<file path="src/rtl/led_fade_pwm.sv">
// led_fade_pwm: per-LED PWM driver with a fading
// comet trail behind the rotating LED pattern.
module led_fade_pwm #(
  parameter int NUM_LEDS     = 4,
  parameter int PWM_BITS     = 8,
  parameter int DECAY_FRAMES = 64,
  parameter int DECAY_STEP   = 32
) (
  input  logic                CLK,
  input  logic                RST,
  input  logic [NUM_LEDS-1:0] PATTERN,
  input  logic                PATTERN_VALID,
  input  logic                ENABLE,
  output logic [NUM_LEDS-1:0] LED,
  output logic                FRAME_TICK
);

  localparam int DW = (DECAY_FRAMES > 1) ? $clog2(DECAY_FRAMES) : 1;
  localparam int SW = PWM_BITS + 1;

  localparam logic [PWM_BITS-1:0] MAX   = {PWM_BITS{1'b1}};
  localparam logic [PWM_BITS-1:0] LAST  = PWM_BITS'((1 << PWM_BITS) - 2);
  localparam logic [DW-1:0]       DLAST = DW'(DECAY_FRAMES - 1);
  localparam logic [SW-1:0]       STEP  = SW'(DECAY_STEP);

  logic [PWM_BITS-1:0] cnt;
  logic [DW-1:0]       dcnt;
  logic [NUM_LEDS-1:0] pat;
  logic [NUM_LEDS-1:0] eff;
  logic                wrap;
  logic                decay_tick;

  logic [PWM_BITS-1:0] target     [NUM_LEDS];
  logic [PWM_BITS-1:0] target_nxt [NUM_LEDS];
  logic [PWM_BITS-1:0] active     [NUM_LEDS];
  logic [SW-1:0]       diff       [NUM_LEDS];

  assign wrap       = (cnt == LAST);
  assign decay_tick = wrap && (dcnt == DLAST);
  assign eff        = PATTERN_VALID ? PATTERN : pat;

  // frame counter and decay-interval counter
  always_ff @(posedge CLK) begin
    if (RST) begin
      cnt  <= '0;
      dcnt <= '0;
    end else if (wrap) begin
      cnt  <= '0;
      dcnt <= (dcnt == DLAST) ? '0 : dcnt + 1'b1;
    end else begin
      cnt  <= cnt + 1'b1;
    end
  end

  // next brightness target: set bits pin to full,
  // cleared bits step down with saturation at zero
  always_comb begin
    for (int i = 0; i < NUM_LEDS; i++) begin
      diff[i]       = {1'b0, target[i]} - STEP;
      target_nxt[i] = target[i];
      if (decay_tick && !eff[i])
        target_nxt[i] = diff[i][PWM_BITS] ? '0
                                          : diff[i][PWM_BITS-1:0];
      if (PATTERN_VALID && PATTERN[i])
        target_nxt[i] = MAX;
    end
  end

  // pattern capture and target update
  always_ff @(posedge CLK) begin
    if (RST) begin
      pat <= '0;
      for (int i = 0; i < NUM_LEDS; i++)
        target[i] <= '0;
    end else begin
      if (PATTERN_VALID)
        pat <= PATTERN;
      for (int i = 0; i < NUM_LEDS; i++)
        target[i] <= target_nxt[i];
    end
  end

  // active levels only change on the frame wrap,
  // so a PWM period is never cut short
  always_ff @(posedge CLK) begin
    if (RST) begin
      for (int i = 0; i < NUM_LEDS; i++)
        active[i] <= '0;
    end else if (wrap) begin
      for (int i = 0; i < NUM_LEDS; i++)
        active[i] <= target[i];
    end
  end

  // registered PWM outputs and frame strobe
  always_ff @(posedge CLK) begin
    if (RST) begin
      LED        <= '0;
      FRAME_TICK <= 1'b0;
    end else begin
      FRAME_TICK <= wrap;
      for (int i = 0; i < NUM_LEDS; i++)
        LED[i] <= ENABLE && (cnt < active[i]);
    end
  end

endmodule

</file>
<file path="config.mk">
export PLATFORM = sky130hd
export DESIGN_NAME = led_fade_pwm
export DESIGN_NICKNAME = d
export VERILOG_FILES = /design/src/rtl/led_fade_pwm.sv
export SDC_FILE = /design/constraint.sdc
export NUM_CORES = 1
export LEC_CHECK = 0
export ABC_AREA = 0
export CAP_MARGIN = 20
export CORE_MARGIN = 8
export CORE_UTILIZATION = 45
export DETAILED_ROUTE_END_ITERATION = 8
export HOLD_SLACK_MARGIN = 0.06
export PLACE_DENSITY = 0.67
export SYNTH_ARGS = -nofsm -noshare
export SYNTH_HDL_FRONTEND = slang
export SYNTH_SLANG_ARGS = --single-unit
</file>
<file path="constraint.sdc">
create_clock -name CLK -period 5.37 [get_ports CLK]
set_input_delay 0.8055 -clock CLK [delete_from_list [all_inputs] [get_ports CLK]]
set_output_delay 0.8055 -clock CLK [all_outputs]
set_load 0.005 [all_outputs]
</file>
Word level (Yosys, flattened, before mapping)

Memories as Yosys holds them, arrays and structs flattened.
Cells that the tools add are included.

Bits of input ports: 8
Memory bits (writable): 64
Register bits: 23
Memories kept: 2

Memory list:

| memory | depth | width | rd ports | clocked after memory_dff | wr ports | RTL line | source |
|---|---|---|---|---|---|---|---|
| active | 4     | 8     | 4        | 0                        | 4        | 35       | `logic [PWM_BITS-1:0] active [NUM_LEDS];` |
| target | 4     | 8     | 4        | 0                        | 4        | 33       | `logic [PWM_BITS-1:0] target [NUM_LEDS];` |

Equal/unequal tests: 2
Muxes and demuxes: 28
$lt $le $gt $ge: 4
Bitwise operators: 8
Reductions and logical operators: 18
$add $sub $neg: 6

Operators with widths:

| operator              | count |
|---|---|
| $mux W8               | 20 |
| $sub A8 B6 Y9 const B | 4 |
| $lt A8 B8 Y1          | 4 |
| $logic_and A1 B1 Y1   | 13 |
| $add A8 B1 Y8 const B | 1 |
| $eq A8 B8 Y1 const B  | 1 |
| $or A1 B1 Y1          | 8 |
| $add A6 B1 Y6 const B | 1 |
| $eq A6 B6 Y1 const B  | 1 |
| $mux W1               | 6 |
| $mux W6               | 1 |
| $logic_not A1 Y1      | 4 |
| $mux W4               | 1 |
| $reduce_or A2 Y1      | 1 |

Depth between registers and ports, before layout

Depth after elaboration: 6
Depth in mapped cells: 9
Depth with buffers taken out: 6

Least setup slack after synthesis

Ideal clock, no wire load.

Path kind: input port to flip-flop
From: input port PATTERN_VALID
To: memory target[2][7]
Setup slack: 3442 ps
Stages: 5
Arrival: 1853 ps
Path through: buf_2 > mux2i_1 > nand2_1 > or4_1 > a31oi_1

RTL lines:

| element            | RTL line | source |
|---|---|---|
| start: declaration | 12       | `input logic PATTERN_VALID,` |
| end: declaration   | 33       |  |

==> impl_metrics.ini <==
[route]
drt_iter0_markers = 140
drt-pass1-iter-count = 4
viasPerCell = 5.53
drc = 0
wl_per_cell_um = 14.2
num_vias = 2191
totalWireLength_um = 5630
ant_nets = 0

[worst_setup_path]
regToRegSetupSlack_ns = 2.70
crit_chain = and4_1 -> nand2_1 -> nand2_1
cp_common_cell = nand2_1
startpoint = cnt[2]$_SDFF_PP0_
cp-start-kind = flip-flop
critPathSlowestCell = nand2_1
cp.required_ns = 5.30
max_stage_delay_ns = 0.79
path_buf_inv = 0
crit_fanout = 24
critPathCaptureType = flip-flop
critPathKind = flip-flop to flip-flop
cp.arrival_ns = 2.60
crit_family = simple AND/OR/NAND/NOR gates
r2r-start = cnt[2]$_SDFF_PP0_

[finish]
diodes = 0
areaGrowthSynthToFinish_pct = 8.50
num-nets-final = 361
final-seq-area_sq_um = 1260
utilization_pct = 50.8
drive_gt1_share_pct = 3.76
multi_input_area_sq_um = 1560
fillers = 612

[synthesis]
syn-mean-instance-area_sq_um = 9.61
synth-xor-area-share_pct = 3.22
ys_top_cells_by_area = dfxtp_1 (26%), edfxtp_1 (16%), ha_1 (15%)
yosys.area.top_type = dfxtp_1
muxShareOfSynthArea_pct = 1.76
synthAdderAreaFrac_pct = 14.7
synth_commonest_cells = dfxtp_1 (39), ha_1 (35), inv_1 (27), nand2_1 (20)
synth_simple_gate_area_share_pct = 18.0
synth_top_area_share_pct = 26.1
synth_edf_count = 16
synth_top_family_by_area = simple AND/OR/NAND/NOR gates
ys_ff_latch = 55
ys_types = 37
syn_inst = 311
synth_compound_area_share_pct = 14.4
yosysSeqAreaShare_pct = 42.2
synthMostInstantiatedCell = dfxtp_1
syn_area_sq_um = 2990
synthArstFlopShare_pct = 0
synth_ff_type = dfxtp_1
yosysWarnings = 0
syn_nets = 354

[clock_network]
clock_sinks = 55
clk_latency_ns = 0.31
h-tree-depth = 2
cts_hold_buf = 0
clock-root-buffer = clkbuf_8
path_clk_slew_ns = 0.10
numCtsBuffers = 5
cts_tree = yes
cts_buffer_depth = 2
post-cts-setup-buffers = 0
post_cts_resized = 0

[grt]
grt_max_degree = 33
track_usage_pct = 12.3
antenna_found_initial = 0
overflow = 0
grt_pass1_wl_um = 9940
grt_pass1_vias = 2159

[outcome]
status = complete, no violations

[power_and_ir_drop]
worst_ir_drop_vdd_mv = 0.152
leakagePower_nw = 1.45
power.density_nw_per_um2 = 246

[floorplan]
num_rows = 29
die_y_um = 97.5
core_area_sq_um = 6390
initial_core_util_pct = 46.8
die-area_sq_um = 9510
ioPinCount = 13
die_w_um = 97.5

[worst_hold_path]
hp-start = dcnt[1]$_SDFFE_PP0N_
hold_path_class = flip-flop to flip-flop

[placed_design]
place.gp.congestion = 0.811
portBuffers = 12
dp_hpwl_um = 4120

[sta]
period_share_pct = 49.7
maxClockFrequency_mhz = 375
post-route-min-period_ns = 2.67
finalSetupTns_ns = 0
max_slew_margin_pct = 40.0
rsz0062_at_grt = no
hold_violations = 0
tightest_slew_ns = 0.898
fin_skew_ns = 0.00967
finalSetupViolations = 0
drv_slew = 0

[job]
cap_violations = 0
[worst reg2reg max path: stages (launching register included)]
cell and delay, ns:
dfxtp_1 0.60, and4_1 0.52, nand2_1 0.38, nand2_1 0.79
[power by group]
part | leakage [nW] | internal (mW) | total [mW] | switching [mW]
Combinational | 0.914 | 0.0390 | 0.0846 | 0.0456
Clock | 0.0506 | 0.121 | 0.252 | 0.131
Sequential | 0.482 | 0.444 | 0.461 | 0.0166
[cells in the final DEF, fill, tap and decap left out, drive strengths merged, types with 16 or more instances in the layout]
cell type,count
ha,35
dfxtp,39
inv,27
o21ai,19
nor2,19
edfxtp,16
nand2,20
[state kept, by name, summed over array words and instances, names as in the netlist]
name,cells
FRAME_TICK,1
LED,4
active,16
cnt,8
dcnt,6
pat,4
target,16
[layout make-up]
type,count,share of cell area (%)
timing repair buffer,13,3.94
multi-input combinational,216,48.0
sequential,55,38.9
inverter,27,3.12
tap,77,2.97
clock buffer,8,3.12
[worst paths after layout]
kind	to	cells after the start
worst max-delay path	active[1][6]$_SDFFCE_PN0P_	3
worst min-delay path	dcnt[1]$_SDFFE_PP0N_	2
worst max register to register	active[1][6]$_SDFFCE_PN0P_	3
worst min register to register	dcnt[1]$_SDFFE_PP0N_	2
[cells by family after synthesis]
kind of cell,Yosys count
and+or+nand+nor,98
AOI/OAI and AO/OA,67
DFF,55
buffers and inverters,40
adders and majority gates,35
xor gates and xnor gates,11
muxes,5
[layer usage]
layer | part of all wire [%] | track usage [%] | vias to the layer above
met4 | 1.4 | 4.31 | 0
met1 | 51 | 16.1 | 1018
met3 | 2.9 | 2.63 | 8
met2 | 44 | 19.2 | 31
met5 | 0 | 0 | -
li1 | - | - | 1134
[per-stage QoR]
| stage | area (sq um) | power [mW] | std cells | worst slack (ns) | hold WS [ns] |
|---|---|---|---|---|---|
| 2_1_floorplan | 2990 | 0.526 | 311 | 3.44 | 0.444 |
| 3_3_place_gp | 3140 | 0.551 | 388 | 2.50 | 0.456 |
| 3_5_place_dp | 3140 | 0.555 | 388 | 2.42 | 0.469 |
| 4_1_cts | 3240 | 0.807 | 396 | 2.68 | 0.482 |
| 5_1_grt | 3240 | 0.838 | 396 | 2.49 | 0.514 |
| 6_report | 3240 | 0.798 | 396 | 2.70 | 0.475 |
No activity file was read; power rests on OpenSTA's default activity.
